[src/rtl/instr_fetch_unit.sv]
// instr_fetch_unit
//   Fetch front end. Issues in-order instruction memory requests starting at
//   PC_BASE_ADDRESS, tags returned words with their fetch PC and buffers them
//   for decode behind a valid/ready handshake. A redirect restarts fetch at a
//   new word-aligned address and abandons all work in flight.
//
// Ports
//   clk, reset                      clock, synchronous active-high reset
//   enable                          allow new fetch requests
//   redirect_valid, redirect_pc     restart fetch at redirect_pc (bits [1:0] ignored)
//   imem_req_valid/addr/ready       request channel to instruction memory
//   imem_resp_valid/data            in-order response channel from memory
//   inst_valid/ready/data/pc        instruction stream to decode
//   fetch_pc                        next address to be requested
//
// state | meaning
// IDLE  | out of reset, no requests until enable is seen
// RUN   | issuing requests while in-flight + buffered < FIFO_DEPTH
// DRAIN | after a redirect, dropping responses to abandoned requests

module instr_fetch_unit #(
  parameter int                     WORD_LENGTH     = 32,
  parameter logic [WORD_LENGTH-1:0] PC_BASE_ADDRESS = 'h40_0000,
  parameter int                     FIFO_DEPTH      = 2
) (
  input  logic                   clk,
  input  logic                   reset,
  input  logic                   enable,
  input  logic                   redirect_valid,
  input  logic [WORD_LENGTH-1:0] redirect_pc,
  output logic                   imem_req_valid,
  output logic [WORD_LENGTH-1:0] imem_req_addr,
  input  logic                   imem_req_ready,
  input  logic                   imem_resp_valid,
  input  logic [WORD_LENGTH-1:0] imem_resp_data,
  output logic                   inst_valid,
  input  logic                   inst_ready,
  output logic [WORD_LENGTH-1:0] inst_data,
  output logic [WORD_LENGTH-1:0] inst_pc,
  output logic [WORD_LENGTH-1:0] fetch_pc
);

  localparam int PW = (FIFO_DEPTH > 1) ? $clog2(FIFO_DEPTH) : 1;
  localparam int CW = $clog2(FIFO_DEPTH + 1);
  localparam logic [CW:0] DEPTH_C = (CW + 1)'(FIFO_DEPTH);

  localparam logic [1:0] IDLE  = 2'd0;
  localparam logic [1:0] RUN   = 2'd1;
  localparam logic [1:0] DRAIN = 2'd2;

  logic [1:0]             state;
  logic [WORD_LENGTH-1:0] pc_q;
  logic [CW-1:0]          outstanding;   // all requests in flight, including abandoned ones
  logic [CW-1:0]          discard;       // abandoned requests still to come back
  logic [CW-1:0]          fifo_count;

  // PCs of live requests in flight, oldest at pcq_rd
  logic [WORD_LENGTH-1:0] pcq_mem [FIFO_DEPTH];
  logic [PW-1:0]          pcq_wr, pcq_rd;

  logic [WORD_LENGTH-1:0] fifo_pc   [FIFO_DEPTH];
  logic [WORD_LENGTH-1:0] fifo_data [FIFO_DEPTH];
  logic [PW-1:0]          fifo_wr, fifo_rd;

  logic [CW:0]            credit_used;
  logic                   req_fire, resp_take, resp_drop, resp_keep, inst_pop;
  logic [CW-1:0]          discard_redirect, discard_next;

  function automatic logic [PW-1:0] ptr_inc(input logic [PW-1:0] p);
    return (p == PW'(FIFO_DEPTH - 1)) ? '0 : p + PW'(1);
  endfunction

  // Credit covers both in-flight requests and buffered words, so a response
  // always has a FIFO slot waiting for it.
  assign credit_used    = {1'b0, outstanding} + {1'b0, fifo_count};
  assign imem_req_valid = (state == RUN) & enable & ~redirect_valid & (credit_used < DEPTH_C);
  assign imem_req_addr  = pc_q;
  assign fetch_pc       = pc_q;

  assign req_fire  = imem_req_valid & imem_req_ready;
  assign resp_take = imem_resp_valid & (outstanding != '0);
  assign resp_drop = resp_take & (discard != '0);
  assign resp_keep = resp_take & (discard == '0);

  assign inst_valid = (fifo_count != '0);
  assign inst_data  = fifo_data[fifo_rd];
  assign inst_pc    = fifo_pc[fifo_rd];
  assign inst_pop   = inst_valid & inst_ready;

  // A response arriving with the redirect is itself dropped, so it leaves the count now.
  assign discard_redirect = outstanding - CW'(resp_take);
  assign discard_next     = discard - CW'(resp_drop);

  always_ff @(posedge clk) begin
    if (reset) begin
      state       <= IDLE;
      pc_q        <= PC_BASE_ADDRESS;
      outstanding <= '0;
      discard     <= '0;
      fifo_count  <= '0;
      pcq_wr      <= '0;
      pcq_rd      <= '0;
      fifo_wr     <= '0;
      fifo_rd     <= '0;
      for (int i = 0; i < FIFO_DEPTH; i++) begin
        pcq_mem[i]   <= '0;
        fifo_pc[i]   <= '0;
        fifo_data[i] <= '0;
      end
    end else if (redirect_valid) begin
      pc_q <= redirect_pc & ~WORD_LENGTH'(3);
      if (state != IDLE) begin
        outstanding <= discard_redirect;
        discard     <= discard_redirect;
        fifo_count  <= '0;
        pcq_wr      <= '0;
        pcq_rd      <= '0;
        fifo_wr     <= '0;
        fifo_rd     <= '0;
        state       <= (discard_redirect != '0) ? DRAIN : RUN;
      end
    end else begin
      if (req_fire) begin
        pcq_mem[pcq_wr] <= pc_q;
        pcq_wr          <= ptr_inc(pcq_wr);
        pc_q            <= pc_q + WORD_LENGTH'(4);
      end
      if (resp_keep) begin
        fifo_pc[fifo_wr]   <= pcq_mem[pcq_rd];
        fifo_data[fifo_wr] <= imem_resp_data;
        pcq_rd             <= ptr_inc(pcq_rd);
        fifo_wr            <= ptr_inc(fifo_wr);
      end
      if (inst_pop) fifo_rd <= ptr_inc(fifo_rd);
      outstanding <= outstanding + CW'(req_fire) - CW'(resp_take);
      discard     <= discard_next;
      fifo_count  <= fifo_count + CW'(resp_keep) - CW'(inst_pop);
      case (state)
        IDLE:    if (enable) state <= RUN;
        DRAIN:   if (discard_next == '0) state <= RUN;
        default: ;
      endcase
    end
  end

endmodule

[config.mk]
export PLATFORM = sky130hd
export DESIGN_NAME = instr_fetch_unit
export DESIGN_NICKNAME = d
export VERILOG_FILES = /design/src/rtl/instr_fetch_unit.sv
export SDC_FILE = /design/constraint.sdc
export NUM_CORES = 1
export LEC_CHECK = 0
export CORE_UTILIZATION = 52
export CTS_BUF_LIST = sky130_fd_sc_hd__clkbuf_16
export DETAILED_ROUTE_END_ITERATION = 16
export PLACE_DENSITY = 0.8
export SLEW_MARGIN = 5
export SYNTH_ARGS = -nofsm -noshare
export SYNTH_HDL_FRONTEND = slang
export SYNTH_SLANG_ARGS = --single-unit
[constraint.sdc]
create_clock -name clk -period 4.3 [get_ports clk]
set_input_delay 0.86 -clock clk [delete_from_list [all_inputs] [get_ports clk]]
set_output_delay 0.86 -clock clk [all_outputs]
set_load 0.02 [all_outputs]
==> metrics.txt <==
WP data arrival approximately 2.6 ns; Final #Nets between 1000 and 1500; Comb power frac 10.3%; fmax 290 MHz; residual DRC count 0; Max stage delay on crit path 0.61 ns; largest net degree at the start of global routing 62; clk sinks 228; core area 19600 um2; final setup fails 0; NetSw 1.16 mW; Clk pwr share 40.1%; vias in the first global route 7099; Clk Latency, worst-skew pair 0.50 ns; final hold vios 0; number of port buffers ~190; iteration-0 DRC count of the detailed router between 400 and 500; Syn. warnings 0; Hold WC Path Type reg -> reg; crit start category flop; Layout area overhead 26.6%; drt pass-1 iters 5; PostCTS Resize Cnt 0; Post-DP HPWL 15100 um; wire per inst 17.9 um; Final Cell Area between 10000 and 15000 um2; crit share post-route 80.3%; Synth area leader edfxtp_1; CTS tree yes; placed instance area between 10000 and 15000 um2; worst-path fanout max 5; Critical Path Most Common Cell and2_1; Post-synth EDFFs approximately 180; critical path class reg -> out; unrepaired setup endpoints after global routing false; min cycle time layout roughly 3.5 ns; Initial Util 53.5%; Ant. Diodes 0; library cells used by synthesis 55; clock-pin transition on the worst setup and hold timing paths 0.06 ns; Max H-tree Level 1; initial antenna violation count 0; Ports 201; Static Leak 4.82 nW; max-cap viol count 0; Syn Inst Count 871; internal power 3.95 mW; Yosys top cell area share a little over half; slowest cell on the critical path clkdlybuf4s50_1; synthesized area per cell 12.0 um2; Pwr per Cell Area 385 nW/um2; Post-CTS Setup Inserts 0; Seq cells post-synth 228; placer congestion estimate between 0.8 and 0.9; max-slew violations 0; clock root buffer clkbuf_16; row count 51; Die W 144 um; commonest non-fill, non-tap cell in the layout clkdlybuf4s50_1; outcome finished, final reports clean; critical path cell sequence and2_1 > fa_1 > nor4b_2 > and2_1 > clkdlybuf4s50_1; layout cell share with drive strength beyond 1 13.0%; setup TNS 0 ns; switching part of the total 22.7%; Total Routed Length between 20000 and 25000 um; CTS max path bufs 3; commonest non-fill, non-tap cells in the layout 192 x clkdlybuf4s50_1, 184 x edfxtp_1, 94 x nor2_1; main area contributors after synthesis edfxtp_1 53%, dfxtp_1 8.4%, mux2_2 7.2%; vias per cell 5.54; peak supply drop 0.000271 V; Synth async-reset ratio 0%; via count 7241; clock skew 0.00951 ns; Crit. End Element output pin; Worst EP required 3.44 ns; grt ovf 0; Chip Height 144 um; Primary FF master, synth edfxtp_1; power share of the sequential group 49.6%; Worst Tran Pin Value 1.10 ns; first-pass GRT wire length roughly 36000 um; Seq/Total Area, Yosys about three fifths; die area 20700 um2; post-route ant nets 0; cts hold-fix bufs 0; CTS Buf Count 24; Worst slew margin 26.2%; Mapped Area 10500 um2; GRT Total Usage 22.4%
## synth_stat cells (2+ instances only)
cell	n
a211oi_1	3
a21oi_1	28
a221oi_1	2
a22oi_1	2
a311oi_1	2
a31oi_1	18
a32oi_1	2
and2_1	87
and3_1	36
and4_1	2
buf_1	4
buf_4	36
clkbuf_1	47
dfxtp_1	44
edfxtp_1	184
ha_1	7
inv_1	13
mux2_2	67
mux2i_1	32
nand2_1	45
nand2b_1	5
nand3_1	13
nand4_1	11
nor2_1	95
nor2b_1	2
nor3_1	17
nor4_1	4
o211ai_1	3
o21ai_0	17
o22ai_1	2
o311ai_0	4
o31a_1	2
or2_2	3
or3_1	5
or4_1	3
xnor2_1	5
## layer usage
metal  wire (um)  global-route usage [%]  part of all wire, %  up-vias
met2       11500                    39.6                   49      293
met1        9560                    28.3                   41     3484
met5           0                       0                    0        -
li1            -                       -                    -     3435
met4         353                    5.49                  1.5        0
met3        1910                    4.24                  8.2       29
## registers in the layout, indices dropped and copies added (netlist names), named ones only
signal and count:
outstanding 2, state 2, discard 2, pcq_rd 1, fifo_count 2, pcq_mem 60
fifo_wr 1, fifo_pc 60, fifo_rd 1, fifo_data 64, fetch_pc 30, pcq_wr 1
## final timing paths
kind,startpoint,end,slack (ns),cells past startpoint
max,outstanding[0]$_SDFFE_PP0P_,imem_req_valid,0.85,5
min,pcq_rd$_SDFFE_PP0P_,pcq_rd$_SDFFE_PP0P_,0.48,1
max reg2reg,outstanding[0]$_SDFFE_PP0P_,pcq_mem[1][24]$_SDFFCE_PN0P_,1.14,9
min reg2reg,pcq_rd$_SDFFE_PP0P_,pcq_rd$_SDFFE_PP0P_,0.48,1
## area by class of cell
cell class / instances / area [um2]
Tap cell: 265 / 332
Multi-Input combinational cell: 545 / 3580
Clock buffer: 25 / 626
Timing Repair Buffer: 212 / 2110
Sequential cell: 228 / 6410
Inverter: 14 / 55.1
Clock inverter: 19 / 166
Fill cell: 1408 / 6320
## power groups by stage
stage	combinational, mW	clock (mW)	sequential (mW)
floorplan	0.286	0	2.58
global placement	0.519	0	2.58
detailed placement	0.525	0	2.58
CTS	0.529	2.09	2.54
global route	0.563	2.17	2.55
finish	0.526	2.05	2.54
## worst max-delay path, delay by kind of cell (launching register included)
kind / cells / cell delay [ns]
flops: 1 / 0.39
fa+ha+maj: 1 / 0.43
simple gates: 3 / 0.66
buf+inv: 1 / 0.61
## through the flow
step / util [%] / worst slack (ns) / std cells / hold slack [ns] / total power [mW]
2_1_floorplan: - / 0.747 / 876 / 0.426 / 2.86
3_3_place_gp: 63.7 / 0.965 / 1264 / 0.457 / 3.10
3_5_place_dp: 63.7 / 0.913 / 1264 / 0.474 / 3.11
4_1_cts: 67.8 / 0.814 / 1308 / 0.486 / 5.15
5_1_grt: 67.8 / 0.669 / 1308 / 0.517 / 5.28
6_report: 67.8 / 0.846 / 1308 / 0.479 / 5.11
## kinds of logic (layout without fill, tap and decap cells)
| family | count (synthesis) | count (layout) | synth area share [%] |
|---|---|---|---|
| xor gates and xnor gates | 5 | 5 | 0.418 |
| DFF | 228 | 228 | 61.1 |
| and+or+nand+nor | 336 | 336 | 16.7 |
| muxes | 99 | 99 | 10.2 |
| adders and majority gates | 8 | 8 | 1.03 |
| other | 1 | 6 | 0.0358 |
| buffers and inverters | 103 | 270 | 5.08 |
| AOI/OAI and AO/OA | 91 | 91 | 5.39 |
Power figures use the tool's default switching activity.
